## src/rtl/pdm_cic_decimator.sv

```systemverilog
// pdm_cic_decimator: 2nd-order CIC decimator turning a 1-bit PDM stream into unsigned N-bit PCM
module pdm_cic_decimator #(
    parameter int N     = 16,
    parameter int LOG2R = 5
) (
    input  logic         clk,
    input  logic         areset,
    input  logic         pdm_en,
    input  logic         pdm,
    output logic [N-1:0] dout,
    output logic         dout_valid
);
    localparam int W  = 2*LOG2R+1;
    localparam int SH = N-2*LOG2R;

    logic [W-1:0]     int1_q, int1_d, int2_q, int2_d, xd_q, xd_d, c1d_q, c1d_d;
    logic [LOG2R-1:0] cnt_q, cnt_d;
    logic             dec_q, dec_d, valid_q, valid_d;
    logic [N-1:0]     dout_q, dout_d;
    logic [W-1:0]     c1, c2;
    logic [N:0]       wide;

    // Integrators and bit counter advance only on accepted bits; wrap-around is intended
    always_comb begin
        int1_d = int1_q;
        int2_d = int2_q;
        cnt_d  = cnt_q;
        dec_d  = 1'b0;
        if (pdm_en) begin
            int1_d = int1_q + W'(pdm);
            int2_d = int2_q + int1_d;
            cnt_d  = cnt_q + LOG2R'(1);
            dec_d  = &cnt_q;
        end
    end

    // Comb section runs one edge after the last bit of a frame and produces the saturated sample
    always_comb begin
        c1      = int2_q - xd_q;
        c2      = c1 - c1d_q;
        wide    = (N+1)'(c2) << SH;
        xd_d    = dec_q ? int2_q : xd_q;
        c1d_d   = dec_q ? c1 : c1d_q;
        dout_d  = dec_q ? (wide[N] ? {N{1'b1}} : wide[N-1:0]) : dout_q;
        valid_d = dec_q;
    end

    // State registers with asynchronous active-low clear
    always_ff @(posedge clk or negedge areset) begin
        if (!areset) begin
            int1_q  <= '0;
            int2_q  <= '0;
            cnt_q   <= '0;
            dec_q   <= 1'b0;
            xd_q    <= '0;
            c1d_q   <= '0;
            dout_q  <= '0;
            valid_q <= 1'b0;
        end else begin
            int1_q  <= int1_d;
            int2_q  <= int2_d;
            cnt_q   <= cnt_d;
            dec_q   <= dec_d;
            xd_q    <= xd_d;
            c1d_q   <= c1d_d;
            dout_q  <= dout_d;
            valid_q <= valid_d;
        end
    end

    assign dout       = dout_q;
    assign dout_valid = valid_q;
endmodule

```

## config.mk

```make
export PLATFORM = sky130hd
export DESIGN_NAME = pdm_cic_decimator
export DESIGN_NICKNAME = d
export VERILOG_FILES = /design/src/rtl/pdm_cic_decimator.sv
export SDC_FILE = /design/constraint.sdc
export NUM_CORES = 1
export LEC_CHECK = 0
export CORE_MARGIN = 5
export CORE_UTILIZATION = 40
export CTS_CLUSTER_DIAMETER = 200
export CTS_CLUSTER_SIZE = 28
export DETAILED_ROUTE_END_ITERATION = 6
export GPL_ROUTABILITY_DRIVEN = 1
export PLACE_DENSITY_LB_ADDON = 0.08
export SLEW_MARGIN = 20
export SYNTH_ARGS = -nofsm -noshare
export SYNTH_HDL_FRONTEND = slang
export SYNTH_SLANG_ARGS = --single-unit
```

## constraint.sdc

```tcl
create_clock -name clk -period 9 [get_ports clk]
set_input_delay 2.25 -clock clk [delete_from_list [all_inputs] [get_ports clk]]
set_output_delay 2.25 -clock clk [all_outputs]
set_load 0.03 [all_outputs]
```

Word-level counts from Yosys, hierarchy flattened --
Index checks and enable logic that the tools add are counted.
Storage, ports and cells: register bits after elaboration 67, logic and storage cells 16
Cells by class: add/sub/neg operators 5, muxes and demuxes 2, reductions and logical operators 1
Operator list (number):
- $sub 11x11->11 | 2
- $mux 16 | 1
- $add 11x1->11 | 1
- $add 11x11->11 | 1
- $add 5x1->5 const B | 1
- $reduce_and 5->1 | 1
- $mux 1 | 1

Longest topological paths before layout --
Gate-level depths: netlist (run 1).
depth in word-level cells 3, mapped depth 17, gate-level depth less buffers 16

Worst setup path after synthesis (run 1) --
No wires, ideal clock.
kind input port to flip-flop, from input pdm, to register int2_q[9], arrival 4.373 ns, data required time 8.931 ns, setup slack 4.558 ns, cell stages on the path 10, buffers on the path 0, cells stage by stage ha_1 and3_1 and3_1 and3_1 xor2_1 ha_1 o21a_1 o22ai_1 or4b_2 nand3_1
Between the ends: longest elaborated chain between the ends 2
Ends and longest elaborated chain:
- from (decl) | RTL line 9 | input logic pdm,
- $add 11x1->11 | RTL line 30 | int1_d = int1_q + W'(pdm);
- $add 11x11->11 | RTL line 31 | int2_d = int2_q + int1_d;
- to (signal assigned) | RTL line 61 | int2_q <= int2_d;
- to (decl) | RTL line 16 | logic [W-1:0] int1_q, int1_d, int2_q, int2_d, xd_q, xd_d, c1d_q, c1d_d;
No other way between the ends. A chain may end at the register's enable or synchronous reset.

Worst setup path after layout (run 1) --
Same ends and word-level chain as after synthesis.

==> impl_results.md, run 1 <==
* Syn Area/Cell at between 9 and 10 µm²
* GR met2 Demand/Resource at 0.234
* Synth cell types at 47
* Row cnt at 36
* CP Launch Type: input port
* Post-route clock skew at roughly 6.6 ps
* Synthesized area at a little under 4000 µm²
* Post-DP HPWL at between 4 and 5 mm
* Ports at 21
* Ratio of final minimum period to clock period at 0.520
* M1 GR Usage at 0.163
* Number of synthesized flops with an enable pin at 0
* Commonest non-fill, non-tap cell in the layout: dfrtp_1
* Status: completed
* Met3 global-route usage at 0.0266
* Area grow syn2layout at 11.9%
* Hold-fix buffers, CTS at 0
* Starting Density at 0.404
* DR vias/cell at 4.94
* Drt pass-1 iters at 5
* Total number of vias at approximately 2700
* Initial antenna violation count at 0
* Crit path required time at ~9300 ps
* Clock-pin slew on the worst setup and hold paths at approximately 60 ps
* Die height at around 110 µm
* CP Capture Type: flip-flop
* Most used flip-flop cell after synthesis: dfrtp_1
* Total Routing Usage GR at 0.136
* Setup_tns at 0 ps
* Clock Root Buffer: clkbuf_8
* Antenna-violating nets left at 0
* Clock Sinks at 62
* Kind of critical path: input port to flip-flop
* Worst Path Max Fanout at 4
* Pin count of the biggest net entering global routing at 63
* Fillers at 958
* Crit. Startpoint: pdm
* Hold WC Path Type: flip-flop to flip-flop
* CTS buffer count at 9
* Final setup vio count at 0
* WHS Path Cells at 1
* Slew headroom at 0.437
* Nets at 460
* Cells after synthesis at 404
* Worst-Skew Late Latency at 340 ps
* Seq cells post-synth at a little over 60
* Yosys Warn Count at 0
* H-tree lvl count at 3
* Buffers on Ports at 20
* First-pass GRT wire length at 12.8 mm
* Syn_nets at 445
* R2R cell count at 14
* GPL Wtd Cong at 0.868
* Synth async-reset ratio at 1.00
* RR Startpoint: int2_q[1]$_DFFE_PN0P_
* WL/cell at approximately 13 µm
* Layout cells sized above 1 at 0.0877
* Min cycle time layout at 4680 ps
* TritonCTS clock tree: yes
* CTS Buffer Depth at 2
* PostCTS Resize Cnt at 0
* Die footprint at between 10000 and 15000 µm²
* Die Wd at approximately 110 µm
* Arr. time, crit path at ~5000 ps
* Vias in the first global route at 2836
* Commonest non-fill, non-tap cells in the layout: 62 x dfrtp_1, 35 x nand2_1, 34 x ha_1, 28 x xnor2_1
* Drt drc at 0
* Core box area at approximately 9600 µm²
* Hold path startpoint: cnt_q[3]$_DFFE_PN0P_
* Post-Route WL at 6.97 mm
* # Post-CTS Setup Buffers at 0
* Multi-input gate area at between 2000 and 2500 µm²
* RSZ-0062 raised after global routing: no
* Global route overflow at 0
* Pins over their slew limit at 0
* Number of hold violations in the final report at 0
* FMAX at around 210 MHz
* Register area at ~1600 µm²
* Seq/Total Area, Yosys at 0.398
* Diode count at 0
* Worst-margin pin slew at between 800 and 900 ps
* Drt initial violations at 71
* Gr busiest metal: met2
* MaxCap Viol Count at 0
## area by class of cell
class / count / share of cell area
clock buffer: 13 / 0.0387
inverter: 25 / 0.0215
tap: 133 / 0.0382
timing repair buffer: 23 / 0.0499
multi-input combinational: 298 / 0.495
clock inverter: 1 / 0.00115
sequential: 62 / 0.356
## through the flow
| step | setup slack (ps) | hold WS [ps] | cells | cell area (µm²) | util |
|---|---|---|---|---|---|
| floorplan | 4560 | 390 | 404 | 3890 | - |
| global placement | 3970 | 455 | 541 | 4190 | 0.434 |
| detailed placement | 3940 | 468 | 541 | 4190 | 0.434 |
| CTS | 4300 | 482 | 555 | 4360 | 0.452 |
| global route | 4060 | 502 | 555 | 4360 | 0.452 |
| finish | 4320 | 476 | 555 | 4360 | 0.452 |
## kinds of logic after synthesis
kind of cell | Yosys count | synth area share
compound gates | 96 | 0.153
xor+xnor | 44 | 0.0989
fa+ha+maj | 37 | 0.125
buf+inv | 44 | 0.0482
flops | 62 | 0.398
mux | 17 | 0.0485
simple gates | 104 | 0.129
## synth_stat cells (all sizes together), types with 4 or more instances
cell type	instances	area, µm²
and3	6	37.5
nor2	25	93.8
or3	4	25.0
a31oi	12	75.1
ha	34	425
nand3	6	30.0
nand2b	4	25.0
o21a	6	45.0
nand2	35	131
o21ai	27	135
buf	7	48.8
nand4	4	25.0
xor2	16	140
mux2	15	169
a211oi	6	50.1
xnor2	28	245
nor3	8	45.0
a21o	6	45.0
clkbuf	12	45.0
dfrtp	62	1550
a21oi	23	115
inv	25	93.8
## final timing paths
path,to,slack [ps]
max,int2_q[9]$_DFFE_PN0P_,4320
min,cnt_q[3]$_DFFE_PN0P_,480
max reg2reg,dout[12]$_DFFE_PN0P_,4800
min reg2reg,cnt_q[3]$_DFFE_PN0P_,480
max in group asynchronous,dec_q$_DFF_PN0_,6390
min in group asynchronous,c1d_q[1]$_DFFE_PN0P_,2080
## sequential cells by signal, summed over array words and instances, names as in the netlist
signal,cells
cnt_q,5
dec_q,1
dout_valid,1
xd_q,11
int2_q,11
int1_q,11
dout,11
c1d_q,11
## layer usage
metal  wire length [µm]  share of wire
met1               3420           0.49
met2               3250           0.47
met3                169          0.024
met4                129          0.019
met5                  0              0
## critical path, stage by stage
cell and delay (ps):
clkdlybuf4s50_1 460, ha_1 160, ha_1 220, nand3_1 180
nor3_1 410, xor2_1 190, ha_1 210, or2_2 120
o22ai_1 70, or4b_2 610, nand3_1 80
Power of run 1 is not shown: default switching activity piles up to over one toggle a cycle in this logic, so the estimate is an artifact.
==> run 2: changes to the inputs <==
==> constraint.sdc (replaced) <==
create_clock -name clk -period 4.6 [get_ports clk]
set_input_delay 1.15 -clock clk [delete_from_list [all_inputs] [get_ports clk]]
set_output_delay 1.15 -clock clk [all_outputs]
set_load 0.03 [all_outputs]
==> impl_results.md, run 2 (synthesized netlist as in run 1, its figures left out) <==
* Ports at 21 (unchanged)
* Post-DP HPWL at 5.06 mm (was 4.91 mm)
* Worst Path Max Fanout at 11 (was 4)
* CP cell instances: ha_1 -> nor2b_1 -> o21a_1 -> o2111ai_1 -> a21boi_0 -> o41ai_1 -> xnor2_1 -> ha_1 -> a21oi_1 -> mux2i_1 -> o21ai_0 -> nor3_2 -> xor2_1 -> buf_4 -> a31oi_1 (was clkdlybuf4s50_1 -> ha_1 -> ha_1 -> nand3_1 -> nor3_1 -> xor2_1 -> ha_1 -> or2_2 -> o22ai_1 -> or4b_2 -> nand3_1)
* Post-route clock skew at 12.3 ps (was 6.61 ps)
* Worst-margin pin slew at 568 ps (was 842 ps)
* Hold WC Path Type: flip-flop to flip-flop (unchanged)
* Pin count of the biggest net entering global routing at 59 (was 63)
* CP top delay family: compound AO/OA/AOI/OAI gates (was simple AND/OR/NAND/NOR gates)
* Worst-Skew Late Latency at 340 ps (about the same)
* Post-Route WL at 7.11 mm (was 6.97 mm)
* CP Launch Type: flip-flop (was input port)
* Most used cell, CP: ha_1 (unchanged)
* Commonest non-fill, non-tap cells in the layout: 62 x dfrtp_1, 35 x nand2_1, 34 x ha_1, 28 x xnor2_1 (unchanged)
* GPL Wtd Cong at 0.828 (was 0.868)
* Total Routing Usage GR at 0.135 (was 0.136)
* Die footprint at 11800 µm² (unchanged)
* First-pass GRT wire length at 12.8 mm (about the same)
* Drt drc at 0 (unchanged)
* RR Endpoint: dout[8]$_DFFE_PN0P_ (was dout[12]$_DFFE_PN0P_)
* Pins over their slew limit at 0 (unchanged)
* RR Startpoint: int2_q[1]$_DFFE_PN0P_ (unchanged)
* Global route overflow at 0 (unchanged)
* # Post-CTS Setup Buffers at 0 (unchanged)
* Row cnt at 36 (unchanged)
* WL/cell at 12.7 µm (was 12.6 µm)
* Setup_tns at 0 ps (unchanged)
* CTS buffer count at 9 (unchanged)
* Initial antenna violation count at 0 (unchanged)
* Layout cells sized above 1 at 0.0965 (was 0.0877)
* FMAX at around 260 MHz
* R2R cell count at 15 (was 14)
* Core box area at 9640 µm² (unchanged)
* DR vias/cell at 5.00 (was 4.94)
* Max incr delay on CP at 490 ps (was 610 ps)
* Clock Root Buffer: clkbuf_8 (unchanged)
* Clock-pin slew on the worst setup and hold paths at 80 ps (was 60 ps)
* TritonCTS clock tree: yes (unchanged)
* Buffers on Ports at 20 (unchanged)
* Antenna-violating nets left at 0 (unchanged)
* Hold endpoint: cnt_q[3]$_DFFE_PN0P_ (unchanged)
* Clock Sinks at 62 (unchanged)
* Min cycle time layout at between 3000 and 4000 ps
* Hold path startpoint: cnt_q[3]$_DFFE_PN0P_ (unchanged)
* Arr. time, crit path at 4040 ps (was 4960 ps)
* PostCTS Resize Cnt at 0 (unchanged)
* Fin Hold WS at 466 ps (was 476 ps)
* Area grow syn2layout at 14.9% (was 11.9%)
* RSZ-0062 raised after global routing: no (unchanged)
* Diode count at 0 (unchanged)
* Drt initial violations at 80 (was 71)
* Vias in the first global route at 2768 (was 2836)
* CP Buf/Inv Count at 1 (unchanged)
* CTS Buffer Depth at 2 (unchanged)
* Die height at 109 µm (unchanged)
* Die Wd at 109 µm (unchanged)
* Kind of critical path: flip-flop to flip-flop (was input port to flip-flop)
* Total number of vias at 2788 (was 2744)
* Ratio of final minimum period to clock period at 0.837
* Number of hold violations in the final report at 0 (unchanged)
* Hold-fix buffers, CTS at 0 (unchanged)
* Crit. Startpoint: int2_q[1]$_DFFE_PN0P_ (was pdm)
* Drt pass-1 iters at 4 (was 5)
* Commonest non-fill, non-tap cell in the layout: dfrtp_1 (unchanged)
* Nets at 461 (was 460)
* Reg2Reg Setup Slack at 750 ps (was 4800 ps)
* Final setup vio count at 0 (unchanged)
* Status: completed (unchanged)
* Slew headroom at 0.622 (was 0.437)
* MaxCap Viol Count at 0 (unchanged)
* H-tree lvl count at 3 (unchanged)
* Starting Density at 0.404 (unchanged)
* CP Capture Type: flip-flop (unchanged)
* WHS Path Cells at 1 (unchanged)
* Crit path required time at 4790 ps (was 9270 ps)
* Slowest cell on crit path: dfrtp_1 (was or4b_2)
## run 2: cell count changes in the layout (fill, tap and decap cells not counted), sizes merged
cell	before	now
bufinv	0	4
clkbuf	13	11
buf	4	5
## run 2: area by class of cell
| type | count | area (µm²) |
|---|---|---|
| Clock buffer | 11 | 151 |
| Clock inverter | 5 | 129 |
| Fill cell | 926 | 5160 |
| Inverter | 25 | 93.8 |
| Multi-Input combinational cell | 298 | 2160 |
| Sequential cell | 62 | 1550 |
| Tap cell | 133 | 166 |
| Timing Repair Buffer | 24 | 228 |
## run 2: worst max path at each step
stage	endpoint	slack (ps)	cells after the start
after floorplan	dout[10]$_DFFE_PN0P_	1140	15
after global placement	int2_q[10]$_DFFE_PN0P_	660	13
after detailed placement	int2_q[10]$_DFFE_PN0P_	640	13
after CTS	dout[8]$_DFFE_PN0P_	780	15
after global routing	dout[10]$_DFFE_PN0P_	430	15
final	dout[8]$_DFFE_PN0P_	750	15
## run 2: metrics by stage
| step | std cells | setup WS (ps) | utilization | cell area, µm² |
|---|---|---|---|---|
| final | 558 | 751 | 0.464 | 4480 |
| after global routing | 558 | 431 | 0.464 | 4480 |
| after CTS | 558 | 776 | 0.464 | 4470 |
| after detailed placement | 542 | 642 | 0.435 | 4190 |
| after global placement | 542 | 661 | 0.435 | 4190 |
| after floorplan | 404 | 1140 | - | 3890 |
## run 2: metal layers
layer | vias up | share of wire | wire, µm | GRT usage
met5 | - | 0 | 0 | 0
met4 | 0 | 0.014 | 99 | 0.0451
met3 | 8 | 0.033 | 232 | 0.0373
met2 | 35 | 0.48 | 3390 | 0.233
met1 | 1303 | 0.48 | 3390 | 0.164
li1 | 1442 | - | - | -
Power of run 2 is left out for the same reason.
==> run 3: changes to the inputs <==
==> constraint.sdc (replaced) <==
create_clock -name clk -period 3.13 [get_ports clk]
set_input_delay 0.7825 -clock clk [delete_from_list [all_inputs] [get_ports clk]]
set_output_delay 0.7825 -clock clk [all_outputs]
set_load 0.03 [all_outputs]
==> impl_results.md, run 3 (synthesized netlist as in run 1, its figures left out) <==
* Die footprint at 11800 µm² (unchanged)
* GR met2 Demand/Resource at 0.254 (was 0.233)
* Global route overflow at 0 (unchanged)
* Slew headroom at 0.532 (was 0.622)
* Row cnt at 36 (unchanged)
* DR vias/cell at 4.88 (was 5.00)
* Antenna-violating nets left at 0 (unchanged)
* Drt pass-1 iters at 4 (unchanged)
* Post-DP HPWL at 5.71 mm (was 5.06 mm)
* Ports at 21 (unchanged)
* MaxCap Viol Count at 0 (unchanged)
* Status: complete, but fails checks (was completed)
* Gr busiest metal: met2 (unchanged)
* Worst-Skew Late Latency at 350 ps (was 340 ps)
* Area grow syn2layout at 31.0% (was 14.9%)
* Hold WC Path Type: flip-flop to flip-flop (unchanged)
* Arr. time, crit path at 3790 ps (was 4040 ps)
* R2R cell count at 16 (was 15)
* Hold endpoint: cnt_q[3]$_DFFE_PN0P_ (unchanged)
* Drt initial violations at 96 (was 80)
* CTS Buffer Depth at 2 (unchanged)
* RSZ-0062 raised after global routing: yes (was no)
* Die Wd at 109 µm (unchanged)
* Total number of vias at 3072 (was 2788)
* Layout cells sized above 1 at 0.286 (was 0.0965)
* Slack of the critical path at -455 ps (was 751 ps)
* Hold path startpoint: cnt_q[3]$_DFFE_PN0P_ (unchanged)
* Post-route clock skew at 7.45 ps (was 12.3 ps)
* Worst Path Max Fanout at 5 (was 11)
* Total Routing Usage GR at 0.143 (was 0.135)
* RR Endpoint: dout[12]$_DFFE_PN0P_ (was dout[8]$_DFFE_PN0P_)
* Met3 global-route usage at 0.0302 (was 0.0373)
* Clock-pin slew on the worst setup and hold paths at 80 ps (about the same)
* Post-Route WL at 7.82 mm (was 7.11 mm)
* Commonest non-fill, non-tap cell in the layout: buf_4 (was dfrtp_1)
* Min cycle time layout at 3590 ps (was 3850 ps)
* Slowest cell on crit path: or4_4 (was dfrtp_1)
* Buffers on Ports at 20 (unchanged)
* Pin count of the biggest net entering global routing at 58 (was 59)
* Clock Root Buffer: clkbuf_8 (unchanged)
* Reg2Reg Setup Slack at -460 ps (was 750 ps)
* Drt drc at 0 (unchanged)
* GPL Wtd Cong at 0.814 (was 0.828)
* Starting Density at 0.404 (unchanged)
* Nets at 532 (was 461)
* Max incr delay on CP at 430 ps (was 490 ps)
* RR Startpoint: xd_q[1]$_DFFE_PN0P_ (was int2_q[1]$_DFFE_PN0P_)
* CP cell instances: inv_2 -> ha_4 -> nor2b_2 -> o21a_1 -> o2111ai_2 -> a21boi_2 -> nor3_2 -> nor2_1 -> ha_1 -> and2_4 -> or4_4 -> o211a_1 -> nor3_2 -> xor2_1 -> buf_2 -> a31oi_1 (was ha_1 -> nor2b_1 -> o21a_1 -> o2111ai_1 -> a21boi_0 -> o41ai_1 -> xnor2_1 -> ha_1 -> a21oi_1 -> mux2i_1 -> o21ai_0 -> nor3_2 -> xor2_1 -> buf_4 -> a31oi_1)
* CP Launch Type: flip-flop (unchanged)
* FMAX at 279 MHz (was 260 MHz)
* TritonCTS clock tree: yes (unchanged)
* First-pass GRT wire length at 13.4 mm (was 12.8 mm)
* Vias in the first global route at 2973 (was 2768)
* Number of hold violations in the final report at 0 (unchanged)
* Ratio of final minimum period to clock period at 1.15 (was 0.837)
* Failing checks: setup timing
* WL/cell at 12.4 µm (was 12.7 µm)
* Hold-fix buffers, CTS at 0 (unchanged)
* Commonest non-fill, non-tap cells in the layout: 73 x buf_4, 61 x dfrtp_1, 35 x nand2_1, 29 x ha_1, 27 x xnor2_1 (was 62 x dfrtp_1, 35 x nand2_1, 34 x ha_1, 28 x xnor2_1)
* Die height at 109 µm (unchanged)
* Clock Sinks at 62 (unchanged)
* Final setup vio count at 11 (was 0)
* Initial antenna violation count at 0 (unchanged)
* Diode count at 0 (unchanged)
* Kind of critical path: flip-flop to flip-flop (unchanged)
* CP Capture Type: flip-flop (unchanged)
* Most used cell, CP: nor3_2 (was ha_1)
* Core box area at 9640 µm² (unchanged)
* M1 GR Usage at 0.172 (was 0.164)
* Setup_tns at -4860 ps (was 0 ps)
* Worst slack, placed at -459 ps (was 642 ps)
* Crit path required time at 3330 ps (was 4790 ps)
* Worst-margin pin slew at 702 ps (was 568 ps)
* WHS Path Cells at 1 (unchanged)
* CTS buffer count at 9 (unchanged)
* Pins over their slew limit at 0 (unchanged)
* H-tree lvl count at 3 (unchanged)
[run 3: layer usage]
metal  routed length (µm)  share of wire
met5                    0              0
met4                  121          0.015
met3                  250          0.032
met2                 4000           0.51
met1                 3450           0.44
[run 3: area by class of cell]
type	count	area (µm²)
Clock inverter	6	71.3
Tap cell	133	166
Clock buffer	10	128
Fill cell	902	4540
Timing Repair Buffer	95	768
Inverter	25	93.8
Multi-Input combinational cell	298	2320
Sequential cell	62	1550
[run 3: repair_timing]
item,CTS,global route
pin swaps,1,12
gates cloned,0,1
endpoints found under the setup margin,14,15
buffers inserted,0,6
resized for setup,6,30
[run 3: worst max-delay path by stage]
stage,from,end,cells after the start
global route,int2_q[1]$_DFFE_PN0P_,dout[9]$_DFFE_PN0P_,15
detailed placement,pdm,int2_q[9]$_DFFE_PN0P_,12
finish,xd_q[1]$_DFFE_PN0P_,dout[12]$_DFFE_PN0P_,16
floorplan,int2_q[1]$_DFFE_PN0P_,dout[10]$_DFFE_PN0P_,15
CTS,int2_q[1]$_DFFE_PN0P_,dout[9]$_DFFE_PN0P_,15
global placement,pdm,int2_q[9]$_DFFE_PN0P_,12
[run 3: worst max-delay path, delay by kind of cell (launching register included)]
kind | cells | cell delay (ps)
AND/OR/NAND/NOR | 6 | 1170
flip-flops | 1 | 380
XOR/XNOR | 1 | 220
AO/OA/AOI/OAI | 5 | 870
buffers and inverters | 2 | 290
adder cells (fa/ha/maj) | 2 | 510
[run 3: stage by stage]
stage	util	hold slack (ps)	cells	area, µm²
2_1_floorplan	-	390	404	3910
3_3_place_gp	0.488	452	606	4700
3_5_place_dp	0.488	460	606	4700
4_1_cts	0.511	476	622	4920
5_1_grt	0.529	503	629	5100
6_report	0.529	473	629	5100
Power of run 3 is left out for the same reason.
